===== src/rtl/uart_tx_arb.sv =====
// Round-robin arbiter: four byte requesters share one UART transmitter.
// Latency: req_ready is given in the IDLE cycle, tx_start follows one cycle later, and done arrives once tx_busy falls.
// Backpressure: no grant while tx_busy is high or a frame is in flight. Requesters hold valid and data until they see req_ready.
//
// Ports
//   clk        core clock; all state changes on its rising edge
//   rst        asynchronous active-low reset
//   req_valid  per-requester "byte pending" flags
//   req_data   requester i byte at [i*BIT_MAX +: BIT_MAX]
//   req_ready  one-hot, one-cycle accept pulse to the winner
//   tx_data    latched byte presented to the transmitter
//   tx_start   one-cycle launch pulse
//   tx_busy    transmitter is shifting a frame
//   grant_id   index of the current or most recent winner
//   busy       FSM is not IDLE
//   done       one-cycle pulse when the granted frame completes
//   err        one-cycle pulse when tx_busy never rose after tx_start
module uart_tx_arb #(
    parameter int BIT_MAX  = 8,
    parameter int WAIT_MAX = 16
) (
    input  logic                 clk,
    input  logic                 rst,
    input  logic [3:0]           req_valid,
    input  logic [4*BIT_MAX-1:0] req_data,
    output logic [3:0]           req_ready,
    output logic [BIT_MAX-1:0]   tx_data,
    output logic                 tx_start,
    input  logic                 tx_busy,
    output logic [1:0]           grant_id,
    output logic                 busy,
    output logic                 done,
    output logic                 err
);

    // The counter only has to hold WAIT_MAX-1. It never counts past that value.
    localparam int CW = (WAIT_MAX > 1) ? $clog2(WAIT_MAX) : 1;
    localparam logic [CW-1:0] CNT_LAST = CW'(WAIT_MAX - 1);

    typedef enum logic [1:0] {
        IDLE      = 2'd0,
        LAUNCH    = 2'd1,
        WAIT_BUSY = 2'd2,
        WAIT_DONE = 2'd3
    } state_t;

    state_t             state_q;
    logic [1:0]         last_grant_q;
    logic [1:0]         grant_id_q;
    logic [CW-1:0]      wait_cnt_q;
    logic [BIT_MAX-1:0] tx_data_q;
    logic               tx_start_q;
    logic               busy_q;

    logic [1:0]         winner;
    logic [1:0]         cand;
    logic               grant_vld;

    // Round-robin search. Offsets run from 4 down to 1 and are taken modulo 4,
    // so the candidate closest after last_grant is assigned last and wins.
    // Offset 4 is last_grant itself, so a lone requester can be served again.
    always_comb begin
        winner = last_grant_q + 2'd1;
        cand   = last_grant_q;
        for (int k = 4; k >= 1; k--) begin
            cand = last_grant_q + 2'(k);
            if (req_valid[cand]) begin
                winner = cand;
            end
        end
    end

    // Accept is decided within the IDLE cycle, so req_ready pulses in the same
    // cycle in which the byte is latched. The rst term keeps req_ready low
    // while reset is held, even though IDLE is the reset state.
    assign grant_vld = (state_q == IDLE) && rst && !tx_busy && (|req_valid);
    assign req_ready = grant_vld ? (4'b0001 << winner) : 4'b0000;

    // Each completion pulse is tied to a single state, so req_ready, tx_start,
    // done and err can never be asserted together.
    assign done = (state_q == WAIT_DONE) && !tx_busy;
    assign err  = (state_q == WAIT_BUSY) && !tx_busy && (wait_cnt_q == CNT_LAST);

    assign tx_data  = tx_data_q;
    assign tx_start = tx_start_q;
    assign grant_id = grant_id_q;
    assign busy     = busy_q;

    always_ff @(posedge clk or negedge rst) begin
        if (!rst) begin
            state_q      <= IDLE;
            last_grant_q <= 2'd3;   // requester 0 gets first priority after reset
            grant_id_q   <= 2'd3;
            wait_cnt_q   <= '0;
            tx_data_q    <= '0;
            tx_start_q   <= 1'b0;
            busy_q       <= 1'b0;
        end else begin
            case (state_q)
                IDLE: begin
                    if (grant_vld) begin
                        tx_data_q    <= req_data[winner*BIT_MAX +: BIT_MAX];
                        grant_id_q   <= winner;
                        last_grant_q <= winner;
                        tx_start_q   <= 1'b1;
                        busy_q       <= 1'b1;
                        state_q      <= LAUNCH;
                    end
                end
                LAUNCH: begin
                    tx_start_q <= 1'b0;
                    wait_cnt_q <= '0;
                    state_q    <= WAIT_BUSY;
                end
                WAIT_BUSY: begin
                    if (tx_busy) begin
                        state_q <= WAIT_DONE;
                    end else if (wait_cnt_q == CNT_LAST) begin
                        // The transmitter never started. The byte is dropped, not retried.
                        busy_q  <= 1'b0;
                        state_q <= IDLE;
                    end else begin
                        wait_cnt_q <= wait_cnt_q + 1'b1;
                    end
                end
                WAIT_DONE: begin
                    if (!tx_busy) begin
                        busy_q  <= 1'b0;
                        state_q <= IDLE;
                    end
                end
                default: begin
                    state_q <= IDLE;
                end
            endcase
        end
    end

endmodule


===== config.mk =====
export PLATFORM = sky130hd
export DESIGN_NAME = uart_tx_arb
export DESIGN_NICKNAME = d
export VERILOG_FILES = /design/src/rtl/uart_tx_arb.sv
export SDC_FILE = /design/constraint.sdc
export NUM_CORES = 1
export LEC_CHECK = 0
export CAP_MARGIN = 20
export CORE_UTILIZATION = 55
export CTS_CLUSTER_SIZE = 24
export DETAILED_ROUTE_END_ITERATION = 8
export DONT_BUFFER_PORTS = 1
export GPL_TIMING_DRIVEN = 0
export PLACE_DENSITY_LB_ADDON = 0.2
export SYNTH_ARGS = -nofsm -noshare
export SYNTH_HDL_FRONTEND = slang
export SYNTH_SLANG_ARGS = --single-unit

===== constraint.sdc =====
create_clock -name clk -period 1.7 [get_ports clk]
set_clock_uncertainty 0.05 [all_clocks]
set_input_delay 0.255 -clock clk [delete_from_list [all_inputs] [get_ports clk]]
set_output_delay 0.255 -clock clk [all_outputs]
set_load 0.1 [all_outputs]

=== Word level (Yosys, flattened, before mapping) ===
Index checks and enable logic that the tools add are counted.

* Bits in registers: 18
* Word-level logic and storage cells: 70

* Add/subtract/negate cells: 4
* $lt $le $gt $ge: 4
* Eq/ne operators: 10
* Shift operators: 2
* Muxes and demuxes: 27
* Reduce and logical (&&, ||, !) cells: 17

{| class="wikitable"
|+ Operators with widths
! kind !! count
|-
| $shiftx A32 B6 Y8 || 1
|-
| $mux W2 || 8
|-
| $lt A2 B3 Y1 const B || 4
|-
| $mux W4 || 3
|-
| $bmux W1 S2 || 4
|-
| $mux W1 || 8
|-
| $ne A2 B2 Y1 const B || 4
|-
| $pmux W2 S4 || 1
|-
| $pmux W4 S2 || 1
|-
| $logic_and A1 B1 Y1 || 6
|-
| $reduce_and A3 Y1 || 2
|-
| $reduce_and A5 Y1 || 1
|-
| $add A2 B2 Y2 const B || 2
|-
| $add A4 B1 Y4 const B || 1
|-
| $eq A2 B2 Y1 const B || 2
|-
| $eq A4 B4 Y1 const B || 1
|-
| $reduce_and A2 Y1 || 2
|-
| $reduce_bool A2 Y1 || 2
|-
| $reduce_or A4 Y1 || 1
|-
| $shl A1 B2 Y4 const A || 1
|-
| $ne A3 B2 Y1 const B || 1
|-
| $pmux W1 S3 || 1
|-
| $reduce_bool A3 Y1 || 1
|-
| $add A2 B1 Y2 const B || 1
|-
| other kinds (5) || 5
|}

=== Longest topological paths before layout ===
* Depth after elaboration: 8
* Depth in mapped cells: 8
* Depth with buffers taken out: 7

=== Least setup slack after synthesis ===
Ideal clock, no wire load.

* Path type: register to output
* From: register, netlist name grant_id[1]
* To: output port req_ready[0]
* Data arrival time: 3.828 ns
* Data required time: 1.395 ns
* Setup slack: -2.433 ns
* Cell stages (with the launch flop): 5
* Buffers on the path: 0
* Path through: dfstp_2 nor2b_1 o31a_1 a221o_2 nor3_1

{| class="wikitable"
|+ RTL lines
! item !! RTL line !! RTL
|-
| end, declared || 26 || <nowiki>output logic [3:0] req_ready,</nowiki>
|}

==> impl_metrics.toml <==
[final_layout]
nets = 195
antenna_cells = 0
nFillCells = 154
drive_above_1_share_pct = 42.7
mostFrequentLayoutCells = "mux2i_1 (18), dfrtp_1 (15), nor2_1 (13), buf_4 (13), a221oi_2 (10)"
areaGrowthSynthToFinish_pct = 30.4
final_common_cell = "mux2i_1"
seq_area_um2 = 462
multi_input_area_um2 = 958

[logic_synthesis]
netlist_instances = 129
netlist_area_um2 = 1300
ys_warn_count = 0
synth_enable_flop_cells = 0
synth_flop_cell = "dfrtp_1"
ys_ff_latch = 18
ys_types = 41
synth.avg_cell_area_um2 = 10.0
async_reset_ff_share_pct = 100
synth_fp_nets = 173
synth-seq-area-share_pct = 34.9

[global_route]
grt_max_degree = 19
grt_overflow = 0
grt_pass1_wl_um = 4550
grt_pass1_vias = 1020
grt_usage_pct = 23.7
antenna_found_initial = 0

[power_and_ir_drop]
total_leakage_power_nw = 0.748
p_seq_share_pct = 48.9
power.internal_mw = 1.63
switching_power_mw = 2.31
ir_drop_mv = 1.63
p_clk_share_pct = 6.5
power_per_cell_area_nw_per_um2 = 2330
comb_power_share_pct = 44.6
netSwitchingFraction_pct = 58.6

[clock_tree]
clk_path_buf_depth = 2
clkTransAtPathRegs_ps = 100
cts.sinks = 18
insertion_delay_ps = 280
cts_root_buf = "clkbuf_4"
cts_tree = "built"
cts_buffers = 3
htreeDepth = 1

[floorplanning]
coreArea_um2 = 2210
start_util_pct = 58.6
die_area_um2 = 2550
dieWidth_um = 50.5
ios = 57
rows = 17
dieHeight_um = 50.5

[route]
wirelength_um = 3220
drcViolationCount = 0
dr.pass1.iters = 6
postRouteAntennaNets = 0
route.vias.total = 1104
routed_via_density = 6.20
first_iter_violations = 19
avgRoutedWirePerCell_um = 18.1

[setup_path]
crit-reg2reg-launch = "grant_id[0]"
rr_endpoint = "tx_data[3]"
critical_path.max_fanout = 8
reg2regPathDepth = 6
required_ps = 1390
crit_arrival_ps = 2710
criticalPathCategory = "flop to output port"
setup.worst_path.end = "req_ready[2]"
r2r_slack_ps = -720
startpoint = "grant_id[1]"
cp-start-kind = "flop"
endpoint_kind = "output port"

[sta]
finalWorstSetupSlack_ps = -1320
hold_violations = 0
fin_tns_setup_ps = -11270
fmax_mhz = 331
rsz0062_at_grt = "yes"
relSlewSlack_pct = 34.0
setup_viol = 15
finalCritPeriodShare_pct = 177
worst_pin_slew_ps = 986
post-route-min-period_ps = 3020
drv_slew = 0

[placement]
pre_cts_ws_ps = -1010
dp_hpwl_um = 2040
routabilityCongestion = 0.763
port-buffer-count = 0

[min_path]
hold_path_class = "input port to flop"
whs_path_depth = 2

[run_status]
failed_checks = "setup timing"
status = "finished, violations left"

[job]
maxCapViolations = 0
-- state kept, by name, indices dropped and copies added (netlist names) --
signal and flops:
state_q 2, wait_cnt_q 4, tx_data 8, busy 1, tx_start 1, grant_id 2
-- layer usage --
layer  vias up  track usage, %  wire, um
met1       552            26.3      1230
met4         0            6.94        34
met3         4            4.55       149
met5         -               0         0
met2        30            45.1      1810
li1        518               -         -
-- worst max-delay path: stages (launching register included) --
cell,delay [ps]
dfstp_4,850
o22ai_4,130
a221oi_2,300
nand2_1,150
buf_6,170
nor3_4,820
-- synth_stat cells (2+ instances only) --
master,number,area share [%]
a21oi_1,6,2.3
a221oi_2,9,10
a31oi_1,2,0.97
and2_1,2,0.97
buf_2,2,0.77
dfrtp_1,16,31
dfstp_2,2,4.1
ha_1,5,4.8
inv_1,6,1.7
mux2i_1,18,14
nand2_1,6,1.7
nand2b_1,2,0.97
nor2_1,14,4.1
nor2b_1,4,1.9
nor3_1,3,1.2
o21ai_0,6,2.3
xor2_1,2,1.4
-- area by class of cell --
cell class	count	area share, %
plain buffers	4	1.85
well taps	28	2.07
repair buffers	17	8.59
multi-input cells	101	56.7
clock buffers	4	2.15
flip-flops and latches	18	27.3
inverters	6	1.33
-- cells by family (layout without fill, tap and decap cells) --
family	count (synthesis)	in the layout	synth area share (%)
flops	18	18	34.9
xor+xnor	3	3	2.03
fa+ha+maj	5	5	4.83
compound gates	34	34	23.9
simple gates	41	41	17.0
buf+inv	10	31	3.38
mux	18	18	13.9
-- worst min path at each step --
stage	startpoint	end	slack, ps
final	tx_busy	state_q[1]	60
after global routing	tx_busy	state_q[1]	70
after CTS	tx_busy	state_q[1]	60
after detailed placement	rst	tx_data[7]	-90
after global placement	rst	tx_data[5]	-90
after floorplan	rst	busy	-90
-- metrics by stage --
step / instances / cell area (um^2) / hold slack (ps) / util [%] / total power, mW
after floorplan: 129 / 1360 / -90.6 / - / 2.94
after global placement: 157 / 1400 / -90.0 / 63.2 / 3.10
after detailed placement: 157 / 1400 / -90.1 / 63.2 / 3.15
after CTS: 170 / 1560 / 63.8 / 70.4 / 3.64
after global routing: 178 / 1690 / 70.1 / 76.4 / 4.13
final: 178 / 1690 / 64.9 / 76.4 / 3.94
-- power by group through the flow --
stage | clock [mW] | sequential, mW | combinational (mW)
floorplan | 0 | 1.85 | 1.10
global placement | 0 | 1.89 | 1.21
detailed placement | 0 | 1.90 | 1.25
CTS | 0.263 | 1.89 | 1.48
global route | 0.279 | 1.95 | 1.89
finish | 0.257 | 1.93 | 1.76
-- repair_timing --
action                     in CTS  in global routing
resized for setup              12                 16
hold endpoints to repair       18                  0
setup buffers                   8                  8
pin swaps                       4                  9
setup endpoints to repair      20                 21
hold buffers                    1                  0
Power figures use the tool's default switching activity.
